$ cat src/rtl/if_id_buffer.sv
// ---------------------------------------------------------------------------
// if_id_buffer
//   Small in-order FIFO decoupling instruction fetch from decode. Holds up to
//   DEPTH {pc, inst} pairs. Handshake flags are derived only from the
//   registered occupancy count, so there is no combinational path from
//   out_ready to in_ready and no same-cycle bypass from in_* to out_*.
//
// Parameters
//   DEPTH     entry count; only 2 or 4 are legal (power of two, so the
//             pointers wrap modulo DEPTH by plain overflow)
//   NOP_INST  instruction word presented on out_inst while empty
//
// Ports
//   clk, rst            clock; synchronous active-high reset
//   in_valid/in_pc/in_inst/in_ready     fetch side handshake
//   flush               branch redirect: drop buffered and incoming pairs
//   out_valid/out_pc/out_inst/out_ready decode side handshake
//   count               number of occupied entries
// ---------------------------------------------------------------------------
module if_id_buffer #(
    parameter int          DEPTH    = 2,
    parameter logic [31:0] NOP_INST = 32'h0340_0000
) (
    input  logic                       clk,
    input  logic                       rst,
    input  logic                       in_valid,
    input  logic [31:0]                in_pc,
    input  logic [31:0]                in_inst,
    output logic                       in_ready,
    input  logic                       flush,
    output logic                       out_valid,
    output logic [31:0]                out_pc,
    output logic [31:0]                out_inst,
    input  logic                       out_ready,
    output logic [$clog2(DEPTH):0]     count
);

    localparam int PW = $clog2(DEPTH);
    localparam int CW = PW + 1;

    typedef struct packed {
        logic [31:0] pc;
        logic [31:0] inst;
    } entry_t;

    entry_t          mem [DEPTH];
    logic [PW-1:0]   rd_ptr;
    logic [PW-1:0]   wr_ptr;
    logic [CW-1:0]   cnt;
    logic            push;
    logic            pop;

    // Flags come from the registered count only.
    assign in_ready  = (cnt < CW'(DEPTH));
    assign out_valid = (cnt != '0);
    assign count     = cnt;

    // Flush swallows both handshakes in the cycle it is asserted.
    assign push = in_valid  & in_ready  & ~flush;
    assign pop  = out_valid & out_ready & ~flush;

    assign out_pc   = out_valid ? mem[rd_ptr].pc   : 32'h0;
    assign out_inst = out_valid ? mem[rd_ptr].inst : NOP_INST;

    // Storage has no reset; stale contents are masked by count/out_valid.
    always_ff @(posedge clk) begin
        if (!rst && push)
            mem[wr_ptr] <= '{pc: in_pc, inst: in_inst};
    end

    always_ff @(posedge clk) begin
        if (rst || flush) begin
            rd_ptr <= '0;
            wr_ptr <= '0;
            cnt    <= '0;
        end else begin
            if (push) wr_ptr <= wr_ptr + PW'(1);
            if (pop)  rd_ptr <= rd_ptr + PW'(1);
            case ({push, pop})
                2'b10:   cnt <= cnt + CW'(1);
                2'b01:   cnt <= cnt - CW'(1);
                default: cnt <= cnt;
            endcase
        end
    end

endmodule

$ cat config.mk
export PLATFORM = sky130hd
export DESIGN_NAME = if_id_buffer
export DESIGN_NICKNAME = d
export VERILOG_FILES = /design/src/rtl/if_id_buffer.sv
export SDC_FILE = /design/constraint.sdc
export NUM_CORES = 1
export LEC_CHECK = 0
export ABC_CLOCK_PERIOD_IN_PS = 9550
export CAP_MARGIN = 20
export CORE_ASPECT_RATIO = 0.5
export CORE_MARGIN = 2
export CORE_UTILIZATION = 48
export DETAILED_ROUTE_END_ITERATION = 8
export PLACE_DENSITY = 0.8
export SLEW_MARGIN = 40
export SYNTH_ARGS = -nofsm -noshare
export SYNTH_HDL_FRONTEND = slang
export SYNTH_SLANG_ARGS = --single-unit
$ cat constraint.sdc
create_clock -name clk -period 9.55 [get_ports clk]
set_input_delay 0.955 -clock clk [delete_from_list [all_inputs] [get_ports clk]]
set_output_delay 0.955 -clock clk [all_outputs]
set_load 0.02 [all_outputs]
==> results of run 1 <==
-- power by group --
part           switching (W)  internal, W  leakage (nW)
combinational      0.0000395    0.0000466         0.805
sequential        0.00000336     0.000652          1.20
clock               0.000209     0.000374         0.256
total               0.000252      0.00107          2.26
-- logic make-up (layout without fill, tap and decap cells) --
logic type / after synthesis / count (layout) / synth area share
buffers and inverters: 16 / 175 / 0.0152
DFF: 133 / 133 / 0.783
xor gates and xnor gates: 4 / 4 / 0.00696
and+or+nand+nor: 76 / 76 / 0.0612
AOI/OAI and AO/OA: 3 / 3 / 0.00348
adders and majority gates: 1 / 1 / 0.00249
muxes: 64 / 64 / 0.127
-- metal layers --
metal / wire (um) / GRT usage / up-vias
met2: 5290 / 0.331 / 52
li1: - / - / 1404
met1: 4130 / 0.211 / 1422
met5: 0 / 0 / -
met4: 163 / 0.0867 / 0
met3: 314 / 0.0443 / 15
-- worst paths after layout --
kind,start,end,depth (start not counted)
worst max register to register,count[1],count[1],5
worst min register to register,wr_ptr,wr_ptr,2
worst max-delay path,count[1],out_inst[25],5
worst min-delay path,wr_ptr,wr_ptr,2
-- cell type report --
class / count / area (sq um)
flip-flops and latches: 133 / 3950
fillers: 677 / 3080
repair buffers: 143 / 1440
multi-input cells: 148 / 1030
clock buffers: 21 / 440
well taps: 140 / 175
clock inverters: 9 / 87.6
inverters: 2 / 7.51
-- synth_stat cells (all sizes together) --
| cell | count |
|---|---|
| edfxtp | 128 |
| mux2i | 64 |
| nor2 | 63 |
| buf | 13 |
| dfxtp | 5 |
| nor3 | 4 |
| nand2 | 3 |
| inv | 2 |
| nand2b | 2 |
| o21ai | 2 |
| xnor2 | 2 |
| xor2 | 2 |
| a211oi | 1 |
| clkbuf | 1 |
| ha | 1 |
| nor2b | 1 |
| nor4 | 1 |
| nor4b | 1 |
| or3 | 1 |
-- worst max-delay path, stage by stage (launching register included) --
cell and delay, ps:
dfxtp_1 420, nor2_4 140, buf_4 550, inv_1 190, nand2_1 130, clkdlybuf4s50_1 620
-- sequential cells by signal, indices dropped and copies added, names as in the netlist, named ones only --
signal  count
mem       128
count       2
rd_ptr      1
wr_ptr      1
-- per-stage QoR --
stage                     setup WS [ps]  total power (W)  area, sq um  hold WS, ps
after floorplan                    1190         0.000701         5030          520
after global placement             6500         0.000750         6560          532
after detailed placement           6540         0.000753         6600          573
after CTS                          6100          0.00134         7130          582
after global routing               5970          0.00137         7130          611
final                              6150          0.00133         7130          575
==> metrics.txt, run 1 <==
Skew-Pair Late Insertion Delay roughly 400 ps; CTS tree yes; cts hold-fix bufs 0; Die Wd 149 um; P&R area growth vs syn 41.7%; fmax 0.294 GHz; Max-Cap Viols 0; unrepaired setup endpoints after global routing false; status finished clean; Die Span Y 76.4 um; top-area cell type share of the netlist area 0.764; DP HPWL between 6000 and 7000 um; P per Cell Area 186 nW/um^2; Netlist Area Pre-Place between 5000 and 6000 sq um; global route total overflow 0; Die ar. 11,400 sq um; post_cts resized 0; setup TNS 0 ps; leak pwr 2.26 nW; clk slew on worst S/H paths 50 ps; worst vdd ir 0.140 mV; number of global-route vias before repair around 3,000; post-synth top area cell edfxtp_1; total CTS buffers 17; Final Net Count just over 500; GRT Total Usage 0.185; # clock sinks 133; Mapped Cells 297; largest net degree at the start of global routing 63; CORE AREA 10,200 sq um; H-tree levels 4; Avg Vias per Cell 4.85; most common cell after layout, fill and taps aside clkdlybuf4s50_1; Critical Path Sink Type primary output; most frequent cells in the layout clkdlybuf4s50_1 (136), edfxtp_1 (128), mux2i_1 (64); WL per Instance 16.6 um; DRC violations left 0; synth unique cells 19; Reg2Reg Setup Slack 7740 ps; Yosys reg bits 133; placed cells 566; clock skew 5.71 ps; syn avg cell area between 15 and 20 sq um; First-pass DRT Iterations 4; Final ANT Viol Nets 0; # rows 26; first-pass GRT wire length 15,500 um; initial antenna violation count 0; Antenna diodes 0; crit path kind flop to primary output; Mapped Nets 367; GP Congestion 0.755; register area share after synthesis 0.783; Max transition margin 0.541; Initial Util 0.493; top post-synthesis cells by area edfxtp_1 (76%), mux2i_1 (13%), nor2_1 (4.7%); port bufs about 140; Setup crit start kind flop; CP required 8600 ps; clock tree buffer depth 2; fin crit period 3400 ps; routed wire length just under 10,000 um; Syn. warnings 0; period utilization 0.356; post-layout util 0.698; final hold violation count 0; postcts setup bufs 0; drt first-iter violations 171; via count between 2,000 and 3,000; final std cells w/o fill 596; Final setup violation count 0; Crit Path Max Fanout 62; # IOs 137; Worst EP arrival between 2000 and 2500 ps; share of layout cells above drive strength 1 0.0680; Final Max Slew Viols 0; Root Driver clkbuf_16; worst hold path type flop to flop; Slew @ Worst Pin 689 ps
No activity file was read; power rests on OpenSTA's default activity.
==> run 2, diff against run 1 <==
--- a/config.mk
+++ b/config.mk
@@ -5,13 +5,13 @@
 export SDC_FILE = /design/constraint.sdc
 export NUM_CORES = 1
 export LEC_CHECK = 0
-export ABC_CLOCK_PERIOD_IN_PS = 9550
+export ABC_CLOCK_PERIOD_IN_PS = 2900
 export CAP_MARGIN = 20
 export CORE_ASPECT_RATIO = 0.5
 export CORE_MARGIN = 2
-export CORE_UTILIZATION = 48
+export CORE_UTILIZATION = 43
 export DETAILED_ROUTE_END_ITERATION = 8
-export PLACE_DENSITY = 0.8
+export PLACE_DENSITY = 0.75
 export SLEW_MARGIN = 40
 export SYNTH_ARGS = -nofsm -noshare
 export SYNTH_HDL_FRONTEND = slang
==> constraint.sdc (replaced) <==
create_clock -name clk -period 2.9 [get_ports clk]
set_input_delay 0.29 -clock clk [delete_from_list [all_inputs] [get_ports clk]]
set_output_delay 0.29 -clock clk [all_outputs]
set_load 0.02 [all_outputs]
==> run 2 against run 1 <==
Sequential cell count unchanged. Clock skew about the same. Clock power rose to 4.3 times the previous value. Critical path depth fell by 1. Via count up 0.17%.
==> metrics.txt, run 2 (synthesized netlist as in run 1, its figures left out) <==
r2r worst-path depth 5; Critical-path top delay cell clkdlybuf4s50_1; initial antenna violation count 0; Final setup violation count 0; share of layout cells above drive strength 1 0.0959; Setup crit start kind flop; worst hold path type input port to flop; max FFs per register between 100 and 150; Final Net Count 516; Reg-to-Reg Start count[0]; WL per Instance 16.8 um; # clock sinks about 130; Crit Path Max Fanout 27; global route total overflow 0; final hold violation count 0; Critical Path Sink Type primary output; First-pass DRT Iterations 4; Skew-Pair Late Insertion Delay 400 ps; pre-CTS WS approximately 640 ps; hold depth 1; Largest delay share family, worst path buffers and inverters; leak pwr 2.36 nW; Crit Reg-Reg Endpoint count[1]; total CTS buffers 17; clk slew on worst S/H paths 60 ps; Worst EP arrival between 2000 and 2500 ps; hold path endpoint mem[0][20]; GP Congestion 0.714; P per Cell Area 672 nW/um^2; # IOs 137; largest net degree at the start of global routing 36; Antenna diodes 0; status finished clean; drt first-iter violations 171; port bufs 136; Initial Util 0.450; unrepaired setup endpoints after global routing false; CTS tree yes; most common cell after layout, fill and taps aside clkdlybuf4s50_1; Biggest register mem; Final ANT Viol Nets 0; period utilization 0.834; DRC violations left 0; Slew @ Worst Pin 411 ps; Die Wd 157 um; via count between 2,000 and 3,000; H-tree levels 4; DP HPWL 6750 um; number of global-route vias before repair 2,979; cts hold-fix bufs 0; CP required 2610 ps; Avg Vias per Cell roughly 4.7; final worst slack ~480 ps; first-pass GRT wire length 15,500 um; Die Span Y between 80 and 90 um; slowest stage delay, CP 570 ps; clock tree buffer depth 2; fin crit period 2420 ps; most frequent cells in the layout clkdlybuf4s50_1 (136), edfxtp_1 (128), mux2i_1 (64); Final Max Slew Viols 0; # fillers 794; Worst path depth 4; postcts setup bufs 0; GRT Total Usage 0.168; CORE AREA 11,200 sq um; Root Driver clkbuf_16; Max transition margin 0.726; # rows 27; Buf/Inv on CP 2; fmax roughly 0.41 GHz; Die ar. 12,600 sq um; clock skew slightly below 6 ps; P&R area growth vs syn 46.8%; routed wire length 10,400 um; Reg2Reg Setup Slack 1120 ps; crit path cell chain nor2_4, buf_4, nor2_1, clkdlybuf4s50_1; Max-Cap Viols 0; crit path kind flop to primary output; Power, Total 0.00496 W; worst vdd ir 0.423 mV; min-delay src in_inst[20]; post_cts resized 0
[run 2: layout make-up]
cell class	count	area, sq um	share of cell area
clock buffer	17	425	0.0576
clock inverter	15	274	0.0371
inverter	2	7.51	0.00102
multi-input combinational	148	1050	0.142
sequential	133	3950	0.534
tap	159	199	0.0269
timing repair buffer	144	1480	0.201
[run 2: metrics by stage]
step | utilization | hold WS, ps | TNS (ps) | std cells | area (sq um)
2_1_floorplan | - | 355 | -20020 | 297 | 5070
3_3_place_gp | 0.598 | 570 | 0 | 586 | 6690
3_5_place_dp | 0.598 | 546 | 0 | 586 | 6690
4_1_cts | 0.661 | 450 | 0 | 618 | 7390
5_1_grt | 0.661 | 449 | 0 | 618 | 7390
6_report | 0.661 | 467 | 0 | 618 | 7390
[run 2: report_power, final]
group / internal, W / switching (W)
Combinational: 0.000157 / 0.000131
Sequential: 0.00215 / 0.0000121
Clock: 0.00171 / 0.000808
[run 2: how the worst max path moves through the flow]
stage,from,to
floorplan,count[1],mem[1][0]
CTS,count[1],out_pc[14]
detailed placement,flush,count[1]
global placement,flush,count[1]
finish,count[1],out_pc[14]
global route,count[1],out_pc[14]
[run 2: routing by layer]
layer	vias up	global-route usage	share of wire
met5	-	0	0
met4	0	0.0655	0.012
met3	10	0.0372	0.031
met2	57	0.304	0.53
met1	1412	0.197	0.42
li1	1419	-	-
